### src/rtl/reorder_tag_manager_pkg.sv
// Shared definitions for the reorder tag manager and the circular buffer's read side:
// verdict status encoding and the mod-N pointer increment.
package reorder_tag_manager_pkg;

    localparam logic [1:0] PENDING = 2'b00;
    localparam logic [1:0] REJECT  = 2'b01;
    localparam logic [1:0] ACCEPT  = 2'b11;

    function automatic int unsigned ptr_inc(input int unsigned ptr, input int unsigned num);
        return (ptr == num - 1) ? 0 : ptr + 1;
    endfunction

endpackage

### src/rtl/reorder_tag_manager.sv
// Hands out reorder tags, records per-tag filter verdicts and exposes the oldest
// outstanding tag's verdict so the circular buffer can release packets in order.
module reorder_tag_manager
    import reorder_tag_manager_pkg::*;
#(
    parameter int unsigned TAG_WIDTH = 6,
    parameter int unsigned NUM_TAGS  = 50
) (
    input  logic                 clk,
    input  logic                 rst,
    input  logic                 alloc_req,
    output logic                 alloc_grant,
    output logic [TAG_WIDTH-1:0] alloc_tag,
    input  logic                 verdict_valid,
    input  logic [TAG_WIDTH-1:0] verdict_tag,
    input  logic                 verdict_accept,
    output logic [TAG_WIDTH-1:0] head_tag,
    output logic [1:0]           head_status,
    input  logic                 head_done,
    output logic                 full,
    output logic                 empty,
    output logic                 err
);

    localparam int unsigned CountWidth = $clog2(NUM_TAGS + 1);

    logic [TAG_WIDTH-1:0]       head_q, head_d;
    logic [TAG_WIDTH-1:0]       tail_q, tail_d;
    logic [CountWidth-1:0]      count_q, count_d;
    logic [NUM_TAGS-1:0]        in_flight_q, in_flight_d;
    logic [NUM_TAGS-1:0][1:0]   status_q, status_d;
    logic                       err_q, err_d;

    logic       grant;
    logic       verdict_ok;
    logic       done_ok;
    logic [1:0] head_stat;
    logic       vt_found;
    logic       vt_in_flight;
    logic [1:0] vt_status;

    // Table lookups by decode; an out-of-range verdict_tag simply finds no entry.
    always_comb begin
        head_stat    = PENDING;
        vt_found     = 1'b0;
        vt_in_flight = 1'b0;
        vt_status    = PENDING;
        for (int i = 0; i < NUM_TAGS; i++) begin
            if (head_q == TAG_WIDTH'(i)) begin
                head_stat = status_q[i];
            end
            if (verdict_tag == TAG_WIDTH'(i)) begin
                vt_found     = 1'b1;
                vt_in_flight = in_flight_q[i];
                vt_status    = status_q[i];
            end
        end
    end

    assign full        = (count_q == CountWidth'(NUM_TAGS));
    assign empty       = (count_q == '0);
    assign grant       = alloc_req & ~full;
    assign alloc_grant = grant;
    assign alloc_tag   = tail_q;
    assign head_tag    = head_q;
    assign head_status = empty ? PENDING : head_stat;
    assign err         = err_q;

    assign verdict_ok = verdict_valid & vt_found & vt_in_flight & (vt_status == PENDING);
    assign done_ok    = head_done & ~empty & (head_status != PENDING);

    always_comb begin
        in_flight_d = in_flight_q;
        status_d    = status_q;
        head_d      = head_q;
        tail_d      = tail_q;
        err_d       = err_q | (verdict_valid & ~verdict_ok) | (head_done & ~done_ok);
        count_d     = count_q + CountWidth'(grant) - CountWidth'(done_ok);

        // Grant, verdict and retire never hit the same entry in one cycle.
        for (int i = 0; i < NUM_TAGS; i++) begin
            if (grant && tail_q == TAG_WIDTH'(i)) begin
                in_flight_d[i] = 1'b1;
                status_d[i]    = PENDING;
            end
            if (verdict_ok && verdict_tag == TAG_WIDTH'(i)) begin
                status_d[i] = verdict_accept ? ACCEPT : REJECT;
            end
            if (done_ok && head_q == TAG_WIDTH'(i)) begin
                in_flight_d[i] = 1'b0;
                status_d[i]    = PENDING;
            end
        end

        if (grant) begin
            tail_d = TAG_WIDTH'(ptr_inc(32'(tail_q), NUM_TAGS));
        end
        if (done_ok) begin
            head_d = TAG_WIDTH'(ptr_inc(32'(head_q), NUM_TAGS));
        end
    end

    always_ff @(posedge clk) begin
        if (rst) begin
            head_q      <= '0;
            tail_q      <= '0;
            count_q     <= '0;
            in_flight_q <= '0;
            status_q    <= '0;
            err_q       <= 1'b0;
        end else begin
            head_q      <= head_d;
            tail_q      <= tail_d;
            count_q     <= count_d;
            in_flight_q <= in_flight_d;
            status_q    <= status_d;
            err_q       <= err_d;
        end
    end

endmodule

### config.mk
export PLATFORM = sky130hd
export DESIGN_NAME = reorder_tag_manager
export DESIGN_NICKNAME = d
export VERILOG_FILES = /design/src/rtl/reorder_tag_manager_pkg.sv /design/src/rtl/reorder_tag_manager.sv
export SDC_FILE = /design/constraint.sdc
export NUM_CORES = 1
export LEC_CHECK = 0
export BUFFER_PORTS_ARGS = -buffer_cell sky130_fd_sc_hd__buf_2
export CAP_MARGIN = 5
export CORE_MARGIN = 4
export CORE_UTILIZATION = 36
export CTS_CLUSTER_SIZE = 16
export DETAILED_ROUTE_END_ITERATION = 8
export GPL_TIMING_DRIVEN = 1
export SLEW_MARGIN = 20
export SYNTH_ARGS = -nofsm -noshare
export SYNTH_HDL_FRONTEND = slang
export SYNTH_SLANG_ARGS = --single-unit
### constraint.sdc
create_clock -name clk -period 3.9 [get_ports clk]
set_input_delay 0.78 -clock clk [delete_from_list [all_inputs] [get_ports clk]]
set_output_delay 0.78 -clock clk [all_outputs]
set_load 0.01 [all_outputs]
==> results.py <==
metrics = {
    "outcome": {
        "status": "completed",
    },
    "yosys": {
        "yosysWarnings": 0,
        "synth_top_family_by_area": "compound AO/OA/AOI/OAI gates",
        "synthesis.nets": 1476,
        "synth_fa_ha_area_frac": 0.0199,
        "syn_avg_cell_area_um2": 8.10,
        "synth_seq_cells": 169,
        "synth_cells": 1446,
        "synthSimpleGateAreaFrac": 0.249,
        "synth_edf_count": 0,
        "synth_flop_cell": "dfxtp_1",
        "synth_mux_area_frac": 0.0235,
        "yosysUniqueCellTypes": 100,
        "synth_xor_area_frac": 0.00598,
        "synth_seq_area_share": 0.289,
        "syn_area_mm2": 0.0117,
        "postSynth.asyncResetShare": 0,
        "synth_compound_area_frac": 0.325,
    },
    "detailed_routing": {
        "routed_via_density": 6.53,
        "remaining_drc_errors": 0,
        "num_vias": 13508,
        "wirelength_um": 58100,
        "firstDrtPassIters": 6,
        "first_iter_violations": 1610,
        "ant_nets": 0,
        "wire_per_inst_um": 28.1,
    },
    "floorplanning": {
        "die-area_mm2": 0.0355,
        "chipWidth_um": 188,
        "num_io_pins": 30,
        "fp.dieH_um": 188,
        "coreArea_mm2": 0.0318,
        "start_util": 0.369,
        "num_rows": 65,
    },
    "timing": {
        "fin_crit_sh": 0.985,
        "finalClockSkew_ns": 0.0165,
        "hold_violations": 0,
        "tightestPinTransition_ns": 0.867,
        "finalMaxSlewViolations": 0,
        "fmaxAchievable_ghz": 0.260,
        "fin_crit_ns": 3.84,
        "fin_setup_tns_ns": 0,
        "rsz0062_at_grt": "yes",
        "slew_headroom": 0.422,
        "setup_viol": 0,
    },
    "clocking": {
        "cts.reportedPaths.clkPinSlew_ns": 0.07,
        "cts_tree": "done",
        "cts_buffer_depth": 2,
        "cts_root_buf": "clkbuf_16",
        "cts_buffers": 17,
        "cts.sink_count": 169,
        "clk_latency_ns": 0.47,
        "cts.htree.levels": 4,
    },
    "critical_path": {
        "critical_path.max_fanout": 8,
        "path_class": "register to output pin",
        "crit_arrival_ns": 3.06,
        "required_ns": 3.12,
        "critical_path.startpoint": "head_tag[1]$_SDFFE_PP0N_",
        "crit_path_start_kind": "register",
        "endpoint_kind": "output pin",
        "rr_startpoint": "head_tag[1]$_SDFFE_PP0N_",
        "r2r_cells": 20,
    },
    "flow_run": {
        "cap_viol_max_count": 0,
    },
    "place": {
        "io_buffers": 29,
        "dpl.cell_count": 2013,
        "finalWeightedCongestion": 1.04,
        "place_hpwl_um": 42900,
    },
    "power_and_ir_drop": {
        "p_leak_nw": 5.21,
        "peakVddDrop_mv": 0.325,
        "power_density_mw_per_mm2": 285,
    },
    "worst_hold_path": {
        "min-delay-path-class": "register to register",
        "hold_path_depth": 2,
        "min_from": "in_flight_q[37]$_SDFFE_PP0P_",
    },
    "finish": {
        "nFillCells": 3122,
        "final_common_cell": "buf_4",
        "final_cell_count_no_fill": 2069,
        "mostFrequentLayoutCells": "261 x buf_4, 165 x dfxtp_1, 101 x nand2_1",
        "post_route_cells_drive_above_1_share": 0.291,
        "areaGrowthSynthToFinish_pct": 27.9,
        "fin_nets": 1650,
    },
    "global_route": {
        "grt_pass1_vias": 12684,
        "grt_usage": 0.314,
        "grt_pass1_wl_um": 84300,
        "antenna_found_initial": 1,
        "grt_max_degree": 66,
        "grt_overflow": 0,
    },
}
[routing by layer]
layer	share of wire	global-route usage	up-vias
met5	0.00031	0	-
met4	0.053	0.152	2
met3	0.099	0.0661	176
met2	0.44	0.481	881
met1	0.41	0.421	6563
li1	-	-	5886
[through the flow]
| step | area (um^2) | worst slack (ns) | util | power (W) | hold WS, ns |
|---|---|---|---|---|---|
| global route | 15000 | -0.124 | 0.471 | 0.00441 | 0.481 |
| finish | 15000 | 0.0567 | 0.471 | 0.00426 | 0.446 |
| CTS | 14500 | 0.00433 | 0.457 | 0.00424 | 0.449 |
| floorplan | 11700 | 0.00825 | - | 0.00222 | 0.422 |
| detailed placement | 13900 | -0.163 | 0.437 | 0.00257 | 0.438 |
| global placement | 13900 | -0.153 | 0.437 | 0.00256 | 0.440 |
[synth_stat cells, types with 24 or more instances]
master / instances / area share
dfxtp_1: 169 / 0.29
nand2_1: 102 / 0.033
nor2_1: 98 / 0.031
clkbuf_1: 77 / 0.025
nand3_1: 75 / 0.032
a21oi_1: 71 / 0.030
a311oi_1: 60 / 0.045
o21ai_0: 55 / 0.023
nor2b_1: 51 / 0.027
buf_2: 47 / 0.020
inv_1: 47 / 0.015
a211oi_1: 46 / 0.029
a31oi_1: 44 / 0.023
a32oi_1: 29 / 0.022
a22oi_1: 28 / 0.018
nand4_1: 25 / 0.013
a221oi_2: 24 / 0.031
[cell families (layout without fill, tap and decap cells)]
logic type	count (synthesis)	in the layout
and+or+nand+nor	521	521
xor gates and xnor gates	8	8
DFF	169	169
other	0	1
buffers and inverters	212	399
muxes	23	23
AOI/OAI and AO/OA	495	495
adders and majority gates	18	18
[cell type report]
type / instances / area [um^2] / share of cell area
Clock inverter: 13 / 111 / 0.00743
Timing Repair Buffer: 320 / 2700 / 0.180
Antenna cell: 1 / 2.50 / 0.000167
Multi-Input combinational cell: 1065 / 7610 / 0.508
Tap cell: 435 / 544 / 0.0363
Inverter: 47 / 185 / 0.0124
Clock buffer: 19 / 443 / 0.0296
Sequential cell: 169 / 3400 / 0.227
[power by group]
group	total [W]	switching, W	internal [W]	leakage [nW]
Combinational	0.000802	0.000493	0.000309	3.58
Clock	0.00169	0.000840	0.000851	0.270
Sequential	0.00177	0.0000212	0.00175	1.37
[flip-flops by register name, summed over array words and instances (netlist names)]
| signal | flops |
|---|---|
| count_q | 6 |
| alloc_tag | 6 |
| status_q | 100 |
| in_flight_q | 50 |
| err | 1 |
| head_tag | 6 |
[timing repair]
action / in CTS / in global routing
hold buffers: 0 / 0
gates cloned: 0 / 3
resized for setup: 17 / 61
buffers inserted: 4 / 16
pin swaps: 7 / 31
endpoints found under the setup margin: 5 / 6
[worst max-delay path, stage by stage (launching register included)]
cell and delay (ns):
dfxtp_4 0.40, inv_4 0.06, ha_4 0.20, clkbuf_16 0.18, or2_4 0.28, a222oi_1 0.44, o2111ai_2 0.22, a311oi_2 0.35
or2_4 0.22, buf_4 0.11, inv_1 0.03, buf_2 0.13
[worst paths after layout]
path	slack, ns	end
setup / recovery	0.06	head_status[1]
hold / removal	0.45	in_flight_q[37]$_SDFFE_PP0P_
setup reg to reg	0.08	count_q[4]$_SDFF_PP0_
hold reg to reg	0.45	in_flight_q[37]$_SDFFE_PP0P_
No activity file was read; power rests on OpenSTA's default activity.
